<file path="src/rtl/dconv_k1_pipe.sv">
// dconv_k1_pipe: depthwise 1x1 conv, per-lane x*w+bias, rounded shift, saturate; 3-stage valid/ready pipe.
// Define DCONV_K1_RELU_EN to clamp negative lane results to zero after saturation.
module dconv_k1_pipe #(
  parameter int N             = 8,
  parameter int INPUT_CHANNEL = 3,
  parameter int INPUT_SIZE    = 6
) (
  input  logic                       clk,
  input  logic                       rst_n,
  input  logic                       input_vld,
  output logic                       input_rdy,
  input  logic [INPUT_CHANNEL*N-1:0] input_din,
  input  logic [INPUT_CHANNEL*N-1:0] weight_din,
  input  logic [INPUT_CHANNEL*32-1:0] bias_din,
  input  logic [INPUT_CHANNEL*5-1:0] shift_din,
  output logic [INPUT_CHANNEL*N-1:0] conv_dout,
  output logic                       conv_dout_vld,
  input  logic                       conv_dout_rdy,
  output logic                       conv_dout_end
);
  localparam int LAST = INPUT_SIZE*INPUT_SIZE-1;
  localparam int CW = (LAST > 0) ? $clog2(LAST+1) : 1;
  localparam logic signed [32:0] HI = 2**(N-1)-1;
  localparam logic signed [32:0] LO = -(2**(N-1));
  logic adv, v1, v2;
  logic [CW-1:0] cnt;
  assign adv = ~conv_dout_vld | conv_dout_rdy;
  assign input_rdy = adv;
  assign conv_dout_end = conv_dout_vld && (cnt == CW'(LAST));
  always_ff @(posedge clk or negedge rst_n) begin
    if (!rst_n) begin
      v1 <= 1'b0;
      v2 <= 1'b0;
      conv_dout_vld <= 1'b0;
      cnt <= '0;
    end else begin
      if (adv) begin
        v1 <= input_vld;
        v2 <= v1;
        conv_dout_vld <= v2;
      end
      if (conv_dout_vld && conv_dout_rdy) cnt <= (cnt == CW'(LAST)) ? '0 : cnt + 1'b1;
    end
  end
  for (genvar i = 0; i < INPUT_CHANNEL; i++) begin : g_lane
    logic signed [2*N-1:0] p1;
    logic signed [31:0] b1;
    logic [4:0] s1, s2;
    logic signed [32:0] a2, rnd, r;
    logic signed [N-1:0] sat, res, o;
    always_ff @(posedge clk or negedge rst_n) begin
      if (!rst_n) begin
        p1 <= '0;
        b1 <= '0;
        s1 <= '0;
        a2 <= '0;
        s2 <= '0;
        o <= '0;
      end else if (adv) begin
        p1 <= $signed(input_din[N*i +: N]) * $signed(weight_din[N*i +: N]);
        b1 <= $signed(bias_din[32*i +: 32]);
        s1 <= shift_din[5*i +: 5];
        a2 <= {{(33-2*N){p1[2*N-1]}}, p1} + {b1[31], b1};
        s2 <= s1;
        o <= res;
      end
    end
    // half-LSB rounding bias only exists for a nonzero shift
    always_comb begin
      rnd = (s2 == 5'd0) ? '0 : (33'sd1 <<< (s2 - 5'd1));
      r = (a2 + rnd) >>> s2;
      sat = (r > HI) ? HI[N-1:0] : (r < LO) ? LO[N-1:0] : r[N-1:0];
`ifdef DCONV_K1_RELU_EN
      res = sat[N-1] ? '0 : sat;
`else
      res = sat;
`endif
    end
    assign conv_dout[N*i +: N] = o;
  end
endmodule

</file>
<file path="config.mk">
export PLATFORM = sky130hd
export DESIGN_NAME = dconv_k1_pipe
export DESIGN_NICKNAME = d
export VERILOG_FILES = /design/src/rtl/dconv_k1_pipe.sv
export SDC_FILE = /design/constraint.sdc
export NUM_CORES = 2
export LEC_CHECK = 0
export BUFFER_PORTS_ARGS = -buffer_cell sky130_fd_sc_hd__buf_2
export CAP_MARGIN = 20
export CORE_MARGIN = 2
export CORE_UTILIZATION = 43
export DETAILED_ROUTE_END_ITERATION = 16
export PLACE_DENSITY = 0.56
export SYNTH_ARGS = -nofsm -noshare
export SYNTH_HDL_FRONTEND = slang
export SYNTH_SLANG_ARGS = --single-unit
</file>
<file path="constraint.sdc">
create_clock -name clk -period 9.2 [get_ports clk]
set_input_delay 1.84 -clock clk [delete_from_list [all_inputs] [get_ports clk]]
set_output_delay 1.84 -clock clk [all_outputs]
set_load 0.01 [all_outputs]
</file>
==> impl_metrics.json <==
{
  "grt_first_pass_wirelength_mm": 176,
  "ys.flop_type": "dfrtp_1",
  "min-delay-path-class": "flip-flop to flip-flop",
  "cts_max_level": 2,
  "post_cts_resized": 0,
  "post_cts_buffers": 0,
  "setup_tns_ns": 0,
  "io_pins": 190,
  "place.detailed.hpwl_mm": 81.0,
  "clk_pin_slew_worst_paths_ns": 0.07,
  "die_y_microns": 295,
  "routedWlPerCell_microns": 18.3,
  "areaGrowthSynthToFinish_pct": 9.04,
  "antenna_found_initial": 2,
  "cp-start-kind": "flip-flop",
  "grt_usage": 0.248,
  "synth_edf_count": 0,
  "dpl_worst_slack_ns": 1.90,
  "coreArea_sq_um": 83800,
  "syn_area_sq_um": 36500,
  "regArea_sq_um": 7660,
  "relSlewSlack": 0.246,
  "syn_inst": 4634,
  "portBuffers": 189,
  "antenna_cells": 0,
  "powerDensity_nw_per_um2": 359,
  "hold_viol_final": 0,
  "max_freq_mhz": 136,
  "setup_violations": 0,
  "viasPerCell": 5.72,
  "num-fill-cells": 8588,
  "clkSinkCount": 306,
  "period_share": 0.800,
  "cts_root_buf": "clkbuf_16",
  "vias": 33500,
  "async_flop_share": 1.00,
  "grt_max_degree": 183,
  "dr.pass1.iters": 6,
  "avgSynthCellArea_sq_um": 7.88,
  "crit_type": "flip-flop to flip-flop",
  "crit_required_ns": 9.71,
  "cts_tree": "yes",
  "gp_congestion": 0.924,
  "post-route-drc-count": 0,
  "status": "finished, final reports clean",
  "ys_seq_area_frac": 0.210,
  "final.setup.worst_slack_ns": 1.84,
  "min_period_ns": 7.36,
  "yosysWarnings": 0,
  "globalRouteOverflowTotal": 0,
  "worst_pin_slew_ns": 1.12,
  "cp.arrival_ns": 7.87,
  "numCtsBuffers": 40,
  "peakVddDrop_mv": 0.228,
  "synthDistinctLibCells": 103,
  "worstSetupEndpointType": "flip-flop",
  "drive_gt1_frac": 0.0873,
  "regToRegSetupSlack_ns": 1.84,
  "drt-total-wl_mm": 107,
  "finClkSkew_ns": 0.0238,
  "maxCapViolations": 0,
  "rows": 106,
  "cts_hold_buf": 0,
  "cp_max_fo": 29,
  "drtIter0Drc": 2483,
  "nNetsFinal": 5303,
  "start_util": 0.435,
  "synth_seq_cells": 306,
  "multi_input_area_sq_um": 26900,
  "clock_path_buffers": 3,
  "grt_pass1_vias": 32400,
  "slew_viol_final": 0,
  "die_area_sq_um": 87200,
  "ant_nets": 0,
  "rsz0062_at_grt": "no",
  "clk_latency_ns": 0.61,
  "power_leakage_uw": 0.0185,
  "die_w_microns": 295
}
## layout make-up
class / instances / area share
multi-input combinational: 3819 / 0.677
sequential: 306 / 0.192
tap: 1134 / 0.0357
timing repair buffer: 226 / 0.0316
clock buffer: 57 / 0.0290
inverter: 296 / 0.0281
clock inverter: 15 / 0.00654
## sequential cells by signal, summed over array words and instances, names as in the netlist
| signal | count |
|---|---|
| g_lane.s1 | 15 |
| g_lane.o | 24 |
| v1 | 1 |
| g_lane.b1 | 96 |
| g_lane.a2 | 99 |
| conv_dout_vld | 1 |
| g_lane.p1 | 48 |
| cnt | 6 |
| v2 | 1 |
| g_lane.s2 | 15 |
## layout by cell type, fill, tap and decap left out, types with 34 or more instances in the layout
| cell type | n |
|---|---|
| a211oi_1 | 80 |
| a21o_1 | 95 |
| a21oi_1 | 302 |
| a31oi_1 | 46 |
| and2_1 | 148 |
| and3_1 | 40 |
| buf_2 | 188 |
| buf_4 | 35 |
| clkbuf_16 | 40 |
| dfrtp_1 | 306 |
| fa_1 | 171 |
| ha_1 | 280 |
| inv_1 | 291 |
| mux2_2 | 34 |
| mux2i_1 | 86 |
| nand2_1 | 734 |
| nand2b_1 | 65 |
| nand3_1 | 113 |
| nor2_1 | 434 |
| nor3_1 | 109 |
| o211ai_1 | 57 |
| o21a_1 | 40 |
| o21ai_0 | 228 |
| o31ai_1 | 46 |
| or3_1 | 39 |
| xnor2_1 | 108 |
| xor2_1 | 79 |
## critical path: stages, from the launching register on
cell and delay, ns:
dfrtp_1 0.37, inv_1 0.74, nand2_1 0.68, nor2_1 0.24, ha_1 0.22, inv_1 0.07
fa_1 0.40, nand2b_1 0.18, a21o_1 0.19, a21oi_1 0.24, a21oi_1 0.23, a211oi_1 0.65
or4b_1 0.23, nand3_1 0.47, a222oi_1 0.68, nand2_1 0.09, a221oi_1 0.50, o21ai_0 0.15
nor4b_1 0.31, a41oi_1 0.37, o22ai_1 0.23
## cells in the mapped netlist (all sizes together) (47+ instances only)
cell type    n  area share
fa         171       0.094
ha         280       0.096
and2       150       0.026
o211ai      58       0.012
xor2        79       0.019
o21ai      236       0.032
nor2       434       0.045
a21o        95       0.020
inv        292       0.030
nand2b      65       0.011
nand3      113       0.015
a21oi      303       0.042
nor3       109       0.015
xnor2      109       0.026
o31ai       47      0.0098
mux2i       86       0.024
a211oi      80       0.016
nand2      734       0.075
dfrtp      306        0.21
clkbuf     176       0.018
a31oi       48      0.0088
## stage by stage
stage / hold WS (ns) / power, uW / instance area (sq um) / cells / utilization
2_1_floorplan: 0.430 / 9930 / 36500 / 4636 / -
3_3_place_gp: 0.446 / 12500 / 38400 / 5781 / 0.458
3_5_place_dp: 0.448 / 12500 / 38400 / 5781 / 0.458
4_1_cts: 0.462 / 14300 / 39800 / 5853 / 0.475
5_1_grt: 0.488 / 15700 / 39800 / 5853 / 0.475
6_report: 0.463 / 14300 / 39800 / 5853 / 0.475
## per-layer routing
metal  GRT usage  up-vias  share of wire
met5           0        -              0
met4      0.0567        0          0.020
met3      0.0244      128          0.049
met2       0.394      855           0.44
met1       0.362    16000           0.49
li1            -    16500              -
## power by group
| part | switching, uW | internal (uW) |
|---|---|---|
| logic | 6250 | 4020 |
| clock network | 678 | 1020 |
| registers | 410 | 1910 |
| total | 7330 | 6950 |
## final timing paths
kind / startpoint / cells after the start / endpoint
setup / recovery: g_lane[0].s2[1] / 20 / g_lane[0].o[2]
hold / removal: v2 / 2 / v2
setup reg to reg: g_lane[0].s2[1] / 20 / g_lane[0].o[2]
hold reg to reg: v2 / 2 / v2
max in group asynchronous: rst_n / 3 / g_lane[0].a2[30]
min in group asynchronous: rst_n / 1 / g_lane[2].b1[0]
## cells by family after synthesis
kind of cell / synth area share
AO/OA/AOI/OAI: 0.217
AND/OR/NAND/NOR: 0.232
other: 0.000103
adder cells (fa/ha/maj): 0.190
buffers and inverters: 0.0528
XOR/XNOR: 0.0453
multiplexers: 0.0530
flip-flops: 0.210
Power figures use the tool's default switching activity.
